## src/rtl/parity_rx.sv

```systemverilog
// parity_rx: serial receiver and parity checker.
//
// Deserialises a start-bit framed stream qualified by bit_en. A frame is
// start(0), DATA_W data bits, one parity bit and stop(1). Parity is recomputed
// over the data bits and compared with the received parity bit.
//
// Ports:
//   clk        system clock, all state on rising edge
//   rst_n      asynchronous active-low reset
//   bit_en     qualifies ser_in; a bit is accepted only when bit_en=1
//   ser_in     serial line, idles high
//   even_odd   0 = even parity, 1 = odd parity; latched with the start bit
//   data_out   last received word, updated only with data_valid
//   data_valid one-cycle pulse: data_out, par_err and frame_err just loaded
//   par_err    received parity bit mismatched the recomputed parity
//   frame_err  stop bit was sampled as 0
//   busy       start bit accepted, stop bit not yet accepted
module parity_rx #(
   parameter int unsigned DATA_W    = 8,
   parameter bit          MSB_FIRST = 1'b1
) (
   input  logic              clk,
   input  logic              rst_n,
   input  logic              bit_en,
   input  logic              ser_in,
   input  logic              even_odd,
   output logic [DATA_W-1:0] data_out,
   output logic              data_valid,
   output logic              par_err,
   output logic              frame_err,
   output logic              busy
);

   localparam int unsigned    CntW    = (DATA_W > 1) ? $clog2(DATA_W) : 1;
   localparam logic [CntW-1:0] CntLast = CntW'(DATA_W - 1);

   localparam logic [1:0] StIdle   = 2'd0;
   localparam logic [1:0] StData   = 2'd1;
   localparam logic [1:0] StParity = 2'd2;
   localparam logic [1:0] StStop   = 2'd3;

   logic [1:0]        state_q, state_d;
   logic [DATA_W-1:0] shift_q, shift_d;
   logic [CntW-1:0]   cnt_q, cnt_d;
   logic              mode_q, mode_d;
   logic              par_bit_q, par_bit_d;
   logic [DATA_W-1:0] data_q, data_d;
   logic              valid_q, valid_d;
   logic              perr_q, perr_d;
   logic              ferr_q, ferr_d;

   always_comb begin
      state_d   = state_q;
      shift_d   = shift_q;
      cnt_d     = cnt_q;
      mode_d    = mode_q;
      par_bit_d = par_bit_q;
      data_d    = data_q;
      perr_d    = perr_q;
      ferr_d    = ferr_q;
      valid_d   = 1'b0;

      if (bit_en) begin
         case (state_q)
            StIdle: begin
               if (!ser_in) begin
                  // Parity mode is frozen for the whole frame here.
                  mode_d  = even_odd;
                  cnt_d   = '0;
                  state_d = StData;
               end
            end
            StData: begin
               shift_d = MSB_FIRST ? {shift_q[DATA_W-2:0], ser_in}
                                   : {ser_in, shift_q[DATA_W-1:1]};
               if (cnt_q == CntLast) begin
                  cnt_d   = '0;
                  state_d = StParity;
               end else begin
                  cnt_d = cnt_q + 1'b1;
               end
            end
            StParity: begin
               par_bit_d = ser_in;
               state_d   = StStop;
            end
            StStop: begin
               // Expected parity is XOR of data, inverted in odd mode.
               data_d  = shift_q;
               perr_d  = par_bit_q ^ (^shift_q) ^ mode_q;
               ferr_d  = ~ser_in;
               valid_d = 1'b1;
               state_d = StIdle;
            end
            default: state_d = StIdle;
         endcase
      end
   end

   always_ff @(posedge clk or negedge rst_n) begin
      if (!rst_n) begin
         state_q   <= StIdle;
         shift_q   <= '0;
         cnt_q     <= '0;
         mode_q    <= 1'b0;
         par_bit_q <= 1'b0;
         data_q    <= '0;
         valid_q   <= 1'b0;
         perr_q    <= 1'b0;
         ferr_q    <= 1'b0;
      end else begin
         state_q   <= state_d;
         shift_q   <= shift_d;
         cnt_q     <= cnt_d;
         mode_q    <= mode_d;
         par_bit_q <= par_bit_d;
         data_q    <= data_d;
         valid_q   <= valid_d;
         perr_q    <= perr_d;
         ferr_q    <= ferr_d;
      end
   end

   assign data_out   = data_q;
   assign data_valid = valid_q;
   assign par_err    = perr_q;
   assign frame_err  = ferr_q;
   assign busy       = (state_q != StIdle);

endmodule

```

## config.mk

```make
export PLATFORM = sky130hd
export DESIGN_NAME = parity_rx
export DESIGN_NICKNAME = d
export VERILOG_FILES = /design/src/rtl/parity_rx.sv
export SDC_FILE = /design/constraint.sdc
export NUM_CORES = 1
export LEC_CHECK = 0
export CAP_MARGIN = 15
export CELL_PAD_IN_SITES_DETAIL_PLACEMENT = 2
export CELL_PAD_IN_SITES_GLOBAL_PLACEMENT = 2
export CORE_ASPECT_RATIO = 0.8
export CORE_UTILIZATION = 41
export CTS_BUF_LIST = sky130_fd_sc_hd__clkbuf_4 sky130_fd_sc_hd__clkbuf_8
export DETAILED_ROUTE_END_ITERATION = 10
export GPL_TIMING_DRIVEN = 0
export HOLD_SLACK_MARGIN = 0.15
export PLACE_DENSITY_LB_ADDON = 0.1
export SETUP_SLACK_MARGIN = 0.3
export SLEW_MARGIN = 20
export SYNTH_ARGS = -nofsm -noshare
export SYNTH_HDL_FRONTEND = slang
export SYNTH_SLANG_ARGS = --single-unit
```

## constraint.sdc

```tcl
create_clock -name clk -period 3.4 [get_ports clk]
set_input_delay 0.68 -clock clk [delete_from_list [all_inputs] [get_ports clk]]
set_output_delay 0.68 -clock clk [all_outputs]
set_load 0.01 [all_outputs]
```

# Yosys cells after proc, flatten, opt, wreduce, memory -nomap -nowiden
# Index checks and enable logic that the tools add are counted.
[totals]
reg_bits = 26
output_inout_bits = 12
[op_classes]
n_bitwise = 3
n_mux = 8
n_reduce_logical = 10
n_addsub = 1
n_eq_ne = 6
[op_table]
columns = ["cell", "count"]
rows = [
  ["$reduce_and A3 Y1", 3],
  ["$pmux W2 S4", 1],
  ["$reduce_xor A8 Y1", 1],
  ["$mux W3", 2],
  ["$pmux W3 S2", 1],
  ["$reduce_and A2 Y1", 3],
  ["$eq A2 B2 Y1 const B", 2],
  ["$mux W2", 2],
  ["$ne A2 B2 Y1 const B", 2],
  ["$reduce_bool A2 Y1", 2],
  ["$add A3 B1 Y3 const B", 1],
  ["$eq A3 B3 Y1 const B", 1],
  ["$eq A2 B1 Y1 const B", 1],
  ["$logic_not A2 Y1", 1],
  ["$mux W1", 2],
  ["$xor A1 B1 Y1", 2],
  ["$not A1 Y1", 1],
]

# Logic depth before layout (Yosys ltp)
# Gate-level depths: netlist of the first run.
[depth]
depth_word = 3
mapped_depth = 6

# Least setup slack after synthesis of the first run
# OpenSTA, ideal clock, no wires.
[synth_path]
path_type = "reg2reg"
start = "register cnt_q[0]"
end = "register state_q[1]"
path_buffers = 0
path_slack_ns = 1.922
setup_ns = 0.125
synth_period_minus_slack_ns = 1.478
stages_incl_launch_ff = 5
arrival_ns = 1.354
cell_sequence = "dfrtp_1 -> ha_1 -> ha_1 -> o21ai_0 -> mux2_2"
[synth_between]
elab_chain_cells = 3
[synth_rtl]
columns = ["item", "line", "text"]
rows = [
  ["from (decl)", "44", "logic [CntW-1:0] cnt_q, cnt_d;"],
  ["from (signal assigned)", "114", "cnt_q <= cnt_d;"],
  ["$eq A3 B3 Y1", "76", "if (cnt_q == CntLast) begin"],
  ["$ne A2 B2 Y1 (no line)", "n/a", ""],
  ["$reduce_and A3 Y1 (no line)", "n/a", ""],
  ["to (signal assigned)", "102", "state_q <= StIdle;"],
  ["to (signal assigned)", "112", "state_q <= state_d;"],
  ["to (decl)", "42", "logic [1:0] state_q, state_d;"],
]
# No other way between the ends.
# A chain may end at the register's enable or synchronous reset.

# Worst setup path after layout of the first run
[layout_path]
start = "register state_q[0]"
end = "output busy"
[layout_between]
elab_chain_cells = 1
[layout_rtl]
columns = ["item", "line", "text"]
rows = [
  ["$reduce_bool A2 Y1", "128", "assign busy = (state_q != StIdle);"],
  ["to (decl)", "31", "output logic busy"],
]
# No other way between the ends.

==> impl_metrics.csv, run 1 <==
group,metric,value,unit
sta,hold_viol,0,
cts,ctsHoldBuffers,0,
critical_path,r2r_cells,5,
global_route,grt-ovfl-total,0,
critical_path,cp.arrival,1.73,ns
placed_design,io_buffers,16,
power_and_ir_drop,leakage,0.622,nW
power_and_ir_drop,peakVddDrop,0.476,mV
yosys,ys_seq_area_frac,0.566,
floorplan,die_y,49.3,um
global_route,antenna_found_initial,0,
yosys,syn_avg_cell_area,13.8,um^2
finish,multi_input_area,474,um^2
critical_path,timing.critical_path.to,"busy",
floorplan,io_pins,17,
cts,cts_buffers,3,
yosys,yosysUniqueCellTypes,16,
cts,tritoncts,"done",
route,drt-vias-per-instance,5.12,
finish,nets,115,
floorplan,num_rows,16,
yosys,syn_nets,94,
finish,regArea,651,um^2
floorplan,core_area,2540,um^2
global_route,first_global_vias,823,
route,wirelength,2420,um
critical_path,cp_cell_sequence,"inv_1, ha_1, inv_1, clkdlybuf4s50_1",
power_and_ir_drop,cellPowerDensity,1030,nW/um^2
yosys,yosys_warnings,0,
floorplan,initial_utilization,0.452,
critical_path,r2r-start,"state_q[1]",
critical_path,setup.worst_path.end_class,"primary output",
yosys,synthesis.area,1150,um^2
cts,clock_sinks,26,
sta,slew_viol_final,0,
critical_path,required,2.72,ns
yosys,synth_top_cell_area_share,0.566,
critical_path,path_class,"flip-flop to primary output",
critical_path,cp-start-kind,"flip-flop",
cts,cts_resized,0,
critical_path,crit_start,"state_q[0]",
floorplan,fp.dieArea,3020,um^2
cts,htree_levels,1,
critical_path,timing.rr.end,"state_q[1]",
finish,instances_no_fill,138,
route,route.detailed.drc,0,
finish,drive_gt1_frac,0.245,
finish,antenna_cells,0,
finish,syn_to_final_growth,19.4,%
yosys,synth_seq_cells,26,
route,vias,706,
finish,fillers,255,
sta,period_share,0.708,
placed_design,place.gp.congestion,0.710,
cts,root_buffer,"clkbuf_4",
critical_path,rrSetupSlack,1.67,ns
sta,clock_skew,0.00590,ns
worst_hold_path,hold_path_class,"input pin to asynchronous set/reset pin",
global_route,grt_max_degree,27,
yosys,synth_area_leaders,"dfrtp_1 (57%), mux2_2 (19%), ha_1 (6.5%)",
global_route,grt_pass1_wl,4250,um
placed_design,dp.cells,135,
cts,clock_path_buffers,2,
route,drt_iter0_markers,31,
sta,rsz0062_at_grt,"no",
sta,tightest_slew,0.582,ns
floorplan,die_w,61.2,um
finish,final_cell_mix,"dfrtp_1 (26), mux2_2 (19), clkdlybuf4s50_1 (15)",
status,outcome,"finished clean",
cts,post_cts_buffers,0,
run,drv_cap,0,
sta,totalNegativeSetupSlack,0,ns
critical_path,slowest_delay,0.54,ns
route,ant_nets,0,
critical_path,cp_common_cell,"inv_1",
yosys,synthCells,83,
sta,setup_violations,0,
cts,clk_pin_slew_worst_paths,0.13,ns
sta,fmax,0.416,GHz
sta,relSlewSlack,0.612,
route,post_drt_wl_per_cell,17.6,um
placed_design,dp.final_hpwl,1910,um
cts,clk_latency,0.32,ns
yosys,yosysTopAreaCell,"dfrtp_1",
sta,finalCriticalPeriod,2.41,ns
route,drt_first_pass_iters,4,
finish,layout_commonest_cell,"dfrtp_1",
critical_path,cp_max_fo,5,
global_route,grt_use_total,0.200,
critical_path,slowest_stage,"clkdlybuf4s50_1",
-- metrics by stage --
step                worst slack (ns)  total power [mW]  hold slack, ns   util  area [um^2]
finish                         0.994              1.41           0.338  0.539         1370
global route                   0.874              1.52           0.369  0.539         1370
CTS                            0.962              1.45           0.345  0.539         1370
detailed placement              1.19              1.31           0.498  0.531         1350
global placement                1.27              1.23           0.462  0.532         1350
floorplan                       1.92              1.03           0.384      -         1150
-- worst min path at each step --
stage / startpoint / depth (start not counted) / to
floorplan: rst_n / 0 / cnt_q[0]
global placement: frame_err / 2 / frame_err
detailed placement: data_out[0] / 1 / data_out[0]
CTS: rst_n / 1 / cnt_q[0]
global route: rst_n / 1 / cnt_q[0]
finish: rst_n / 1 / cnt_q[1]
-- registers in the layout, indices dropped and copies added (netlist names) --
signal	cells
state_q	2
data_valid	1
par_bit_q	1
frame_err	1
par_err	1
cnt_q	3
mode_q	1
shift_q	8
data_out	8
-- critical path, delay by kind of cell (launching register included) --
kind / cells / cell delay, ns
buffers and inverters: 3 / 0.72
flip-flops: 1 / 0.41
adder cells (fa/ha/maj): 1 / 0.29
-- area by class of cell --
cell class | instances | share of cell area
Sequential cell | 26 | 0.474
Multi-Input combinational cell | 51 | 0.346
Timing Repair Buffer | 16 | 0.113
Tap cell | 36 | 0.0328
Clock buffer | 3 | 0.0164
Inverter | 5 | 0.0137
Buffer | 1 | 0.00365
-- power by group --
group          switching (mW)  total [mW]  internal [mW]
clock network          0.0859       0.127         0.0415
logic                   0.285       0.709          0.424
registers               0.122       0.577          0.456
-- cells by family after synthesis --
| group | after synthesis | share of synthesized area |
|---|---|---|
| flops | 26 | 0.566 |
| xor+xnor | 8 | 0.0730 |
| compound gates | 9 | 0.0577 |
| simple gates | 9 | 0.0305 |
| buf+inv | 6 | 0.0207 |
| fa+ha+maj | 6 | 0.0654 |
| mux | 19 | 0.186 |
-- Yosys cell counts (all sizes together) --
library cell  instances
dfrtp                26
mux2                 19
ha                    6
nand2                 6
xnor2                 6
inv                   5
o21ai                 4
a32o                  3
nor2                  2
a21boi                1
a21oi                 1
buf                   1
nor3                  1
xnor3                 1
xor2                  1
-- routing by layer --
metal | GRT usage | part of all wire | vias up
li1 | - | - | 326
met1 | 0.244 | 0.43 | 359
met2 | 0.339 | 0.52 | 17
met3 | 0.0610 | 0.040 | 4
met4 | 0.0455 | 0.012 | 0
met5 | 0 | 0 | -
Power figures use the tool's default switching activity.
==> run 2, diff against run 1 <==
--- a/config.mk
+++ b/config.mk
@@ -9,7 +9,7 @@
 export CELL_PAD_IN_SITES_DETAIL_PLACEMENT = 2
 export CELL_PAD_IN_SITES_GLOBAL_PLACEMENT = 2
 export CORE_ASPECT_RATIO = 0.8
-export CORE_UTILIZATION = 41
+export CORE_UTILIZATION = 38
 export CTS_BUF_LIST = sky130_fd_sc_hd__clkbuf_4 sky130_fd_sc_hd__clkbuf_8
 export DETAILED_ROUTE_END_ITERATION = 10
 export GPL_TIMING_DRIVEN = 0
==> constraint.sdc (replaced) <==
create_clock -name clk -period 2.3 [get_ports clk]
set_input_delay 0.46 -clock clk [delete_from_list [all_inputs] [get_ports clk]]
set_output_delay 0.46 -clock clk [all_outputs]
set_load 0.01 [all_outputs]
==> run 2 against run 1 <==
Effect of this change: final cell count rose by 3.6%; global-route usage fell by 2.7 points; worst setup slack got worse by 0.48 ns; register-to-register slack got worse by 1.2 ns; clock skew fell by 0.0030 ns; first-iteration DRC count fell by 48%; die area rose by 7.6%; utilization fell by 3.0 points; via count rose by 0.57%; combinational power rose by 57%; sequential power rose by 45%; non-clock buffer count rose by 3; largest power group unchanged; highest routed layer unchanged.
==> impl_metrics.csv, run 2 (synthesis results as in run 1) <==
group,metric,value,unit
finish,final_cell_mix,"dfrtp_1 (26), mux2_2 (19), clkdlybuf4s50_1 (14), nand2_1 (6), xnor2_1 (6)",
sta,period_share,0.776,
status,outcome,"finished clean",
sta,hold_viol,0,
run,drv_cap,0,
route,drt-vias-per-instance,4.97,
route,post_drt_wl_per_cell,15.8,um
floorplan,num_rows,17,
global_route,grt_max_degree,27,
placed_design,dp.cells,137,
placed_design,dp.final_hpwl,1600,um
cts,clk_pin_slew_worst_paths,0.08,ns
placed_design,place.gp.congestion,0.678,
finish,antenna_cells,0,
sta,fmax,0.560,GHz
critical_path,setup.worst_path.end_class,"flip-flop",
finish,drive_gt1_frac,0.286,
critical_path,path_class,"flip-flop to flip-flop",
route,ant_nets,0,
finish,layout_commonest_cell,"dfrtp_1",
sta,tightest_slew,0.585,ns
sta,finalCriticalPeriod,1.78,ns
floorplan,fp.dieArea,3250,um^2
worst_hold_path,hold_path_class,"input pin to asynchronous set/reset pin",
power_and_ir_drop,leakage,0.646,nW
route,vias,710,
floorplan,initial_utilization,0.409,
floorplan,io_pins,17,
floorplan,die_y,51.2,um
sta,totalNegativeSetupSlack,0,ns
route,route.detailed.drc,0,
critical_path,cp_max_fo,6,
finish,instances_no_fill,143,
global_route,first_global_vias,803,
global_route,grt_pass1_wl,4140,um
sta,setup_violations,0,
placed_design,io_buffers,16,
global_route,grt-ovfl-total,0,
sta,worst_slack,0.516,ns
cts,clock_sinks,26,
sta,slew_viol_final,0,
power_and_ir_drop,peakVddDrop,0.702,mV
route,drt_first_pass_iters,3,
global_route,antenna_found_initial,0,
global_route,grt_use_total,0.173,
route,wirelength,2270,um
cts,clock_path_buffers,2,
route,drt_iter0_markers,16,
floorplan,die_w,63.5,um
sta,clock_skew,0.00287,ns
critical_path,cp.arrival,1.94,ns
finish,syn_to_final_growth,24.5,%
critical_path,required,2.46,ns
cts,clk_latency,0.26,ns
sta,relSlewSlack,0.610,
cts,cts_buffers,3,
cts,htree_levels,1,
power_and_ir_drop,cellPowerDensity,1540,nW/um^2
cts,tritoncts,"done",
floorplan,core_area,2810,um^2
critical_path,cp-start-kind,"flip-flop",
finish,nets,118,
placed_design,post-place-ws,0.375,ns
sta,rsz0062_at_grt,"no",
cts,root_buffer,"clkbuf_8",
## run 2: per-layer routing
layer / global-route usage / wire, um / vias to the layer above
met3: 0.0513 / 84 / 2
li1: - / - / 328
met1: 0.216 / 1010 / 366
met2: 0.298 / 1160 / 14
met5: 0 / 0 / -
met4: 0.0341 / 10 / 0
## run 2: path summary, 6_finish.rpt
check / start / to / slack, ns / cells past startpoint
hold / removal: rst_n / cnt_q[0] / 0.19 / 1
setup / recovery: state_q[0] / state_q[1] / 0.52 / 6
max in group asynchronous: rst_n / par_bit_q / 1.73 / 1
hold reg to reg: cnt_q[1] / cnt_q[1] / 0.50 / 1
setup reg to reg: state_q[0] / state_q[1] / 0.52 / 6
min in group clk: cnt_q[1] / cnt_q[1] / 0.50 / 1
## run 2: area by class of cell
class                      count  area, um^2
fill                         301        1380
multi-input combinational     51         487
timing repair buffer          19         180
inverter                       5        18.8
tap                           38        47.5
clock buffer                   3        41.3
buffer                         1        5.00
sequential                    26         651
## run 2: where the power goes
group          internal, mW  switching [mW]  leakage [nW]  total, mW
Clock                 0.117           0.130        0.0216      0.247
Combinational         0.669           0.443         0.306       1.11
Sequential            0.675           0.162         0.318      0.837
## run 2: stage by stage
step | hold slack (ns) | power [mW] | utilization | area, um^2
2_1_floorplan | 0.164 | 1.52 | - | 1150
4_1_cts | 0.208 | 2.21 | 0.506 | 1420
3_5_place_dp | 0.489 | 1.90 | 0.481 | 1350
5_1_grt | 0.228 | 2.37 | 0.509 | 1430
6_report | 0.188 | 2.20 | 0.509 | 1430
3_3_place_gp | 0.462 | 1.83 | 0.483 | 1360
## run 2: worst max-delay path, cell delays in order, from the launching register on
cell     delay (ns)
dfrtp_1        0.38
buf_4          0.11
buf_4          0.10
ha_1           0.24
inv_1          0.05
o21ai_0        0.41
mux2_2         0.39
## run 2: what timing repair did
item,CTS,global route
endpoints found under the setup margin,1,1
hold endpoints to repair,0,0
pin swaps,0,0
resized for setup,2,2
setup buffers,2,1
hold buffers,0,0
==> run 3, diff against run 2 <==
==> constraint.sdc (replaced) <==
create_clock -name clk -period 1.75 [get_ports clk]
set_input_delay 0.35 -clock clk [delete_from_list [all_inputs] [get_ports clk]]
set_output_delay 0.35 -clock clk [all_outputs]
set_load 0.01 [all_outputs]
==> run 3 against run 2 <==
Effect of this change: flip-flop and latch count stayed put; combinational power up 55%; sequential power grew 33%; count of clock-buffer cells in the layout grew 1; register-to-register slack got worse by 0.27 ns; power up 47%; design area grew 11%; clock power is 61% higher; die area is the same; critical endpoint unchanged.
==> impl_metrics.csv, run 3 (synthesis results as in run 1) <==
group,metric,value,unit
route,drt-vias-per-instance,4.83,
critical_path,rrSetupSlack,0.24,ns
critical_path,setup.worst_path.end_class,"flip-flop",
placed_design,dp.cells,137,
power_and_ir_drop,cellPowerDensity,2030,nW/um^2
sta,fin_hold_ws,0.494,ns
critical_path,timing.critical_path.to,"state_q[1]",
cts,tritoncts,"done",
critical_path,cp_max_fo,6,
global_route,first_global_vias,854,
route,post_drt_wl_per_cell,19.3,um
sta,setup_violations,0,
global_route,grt_use_total,0.202,
route,route.detailed.drc,0,
critical_path,timing.rr.end,"state_q[1]",
floorplan,num_rows,17,
finish,nets,130,
sta,rsz0062_at_grt,"yes",
sta,hold_viol,0,
cts,clock_sinks,26,
finish,instances_no_fill,156,
status,outcome,"finished clean",
placed_design,dp.final_hpwl,1580,um
global_route,antenna_found_initial,0,
finish,drive_gt1_frac,0.432,
sta,period_share,0.862,
cts,clock_path_buffers,2,
placed_design,io_buffers,16,
route,vias,753,
cts,clk_pin_slew_worst_paths,0.09,ns
critical_path,crit_start,"state_q[1]",
power_and_ir_drop,leakage,0.764,nW
sta,relSlewSlack,0.598,
floorplan,die_w,63.5,um
route,ant_nets,0,
global_route,grt-ovfl-total,0,
critical_path,r2r-start,"state_q[1]",
route,wirelength,3020,um
floorplan,fp.dieArea,3250,um^2
floorplan,die_y,51.2,um
finish,layout_commonest_cell,"dfrtp_1",
sta,fmax,0.663,GHz
critical_path,cp.arrival,1.68,ns
sta,totalNegativeSetupSlack,0,ns
sta,finalCriticalPeriod,1.51,ns
critical_path,r2r_cells,6,
critical_path,cp-start-kind,"flip-flop",
finish,syn_to_final_growth,38.5,%
route,drt_iter0_markers,13,
cts,cts_buffers,3,
critical_path,path_class,"flip-flop to flip-flop",
run,drv_cap,0,
power_and_ir_drop,peakVddDrop,1.07,mV
finish,fillers,259,
finish,regArea,651,um^2
sta,clock_skew,0.00447,ns
floorplan,initial_utilization,0.409,
finish,final_cell_mix,"dfrtp_1 (26), mux2_2 (17), buf_4 (13), dlygate4sd2_1 (12), xnor2_1 (6)",
cts,htree_levels,1,
cts,root_buffer,"clkbuf_8",
sta,slew_viol_final,0,
floorplan,io_pins,17,
floorplan,core_area,2810,um^2
route,drt_first_pass_iters,2,
finish,antenna_cells,0,
critical_path,required,1.92,ns
finish,multi_input_area,549,um^2
sta,tightest_slew,0.603,ns
power_and_ir_drop,power,3.23,mW
worst_hold_path,hold_path_class,"flip-flop to flip-flop",
placed_design,place.gp.congestion,0.685,
cts,clk_latency,0.28,ns
global_route,grt_max_degree,27,
global_route,grt_pass1_wl,4670,um
run 3: cell types whose count changed in the layout (fill, tap and decap cells not counted), moves of 2 or more:
cell / change
ha_1: -3
dlygate4sd2_1: +12
nand2_4: +2
o21ai_0: -2
mux2_4: +2
buf_4: +10
ha_2: +2
nand2_1: -2
clkdlybuf4s50_1: -12
mux2_2: -2
run 3: critical path, stage by stage (launching register included):
cell,delay (ns)
dfrtp_1,0.42
inv_2,0.09
buf_4,0.12
ha_4,0.18
inv_1,0.09
o21ai_4,0.19
mux2_4,0.32
run 3: cell type report:
class,count,area share
plain buffers,1,0.00944
clock buffers,4,0.0346
inverters,5,0.0118
multi-input cells,51,0.345
flip-flops and latches,26,0.409
well taps,38,0.0299
repair buffers,31,0.160
run 3: worst min-delay path by stage:
stage | start | to | slack [ns] | cells past startpoint
floorplan | rst_n | cnt_q[0] | 0.05 | 0
detailed placement | rst_n | data_valid | 0.39 | 1
finish | par_err | par_err | 0.49 | 2
CTS | data_out[7] | data_out[7] | 0.51 | 1
global placement | frame_err | frame_err | 0.46 | 2
global route | data_out[4] | data_out[4] | 0.54 | 1
run 3: where the power goes:
part / total [mW] / leakage [nW] / internal [mW] / switching, mW
combinational: 1.72 / 0.417 / 0.989 / 0.735
sequential: 1.11 / 0.318 / 0.886 / 0.223
clock: 0.397 / 0.0288 / 0.202 / 0.195
run 3: metal layers:
| layer | global-route usage | vias up | routed length [um] |
|---|---|---|---|
| li1 | - | 353 | - |
| met1 | 0.249 | 382 | 1310 |
| met2 | 0.344 | 14 | 1580 |
| met3 | 0.0469 | 4 | 93 |
| met4 | 0.0795 | 0 | 39 |
| met5 | 0 | - | 0 |
run 3: repair_timing:
action,4_1_cts,5_1_grt
setup endpoints to repair,30,15
hold endpoints to repair,26,0
hold buffers,1,0
buffers inserted,8,6
pin swaps,4,2
gates resized for setup,30,8
run 3: per-stage QoR:
| step | util | worst slack, ns | instance area (um^2) |
|---|---|---|---|
| final | 0.566 | 0.242 | 1590 |
| after floorplan | - | 0.351 | 1150 |
| after global routing | 0.566 | 0.212 | 1590 |
| after global placement | 0.483 | -0.0394 | 1360 |
| after detailed placement | 0.481 | -0.0755 | 1350 |
| after CTS | 0.543 | 0.211 | 1520 |
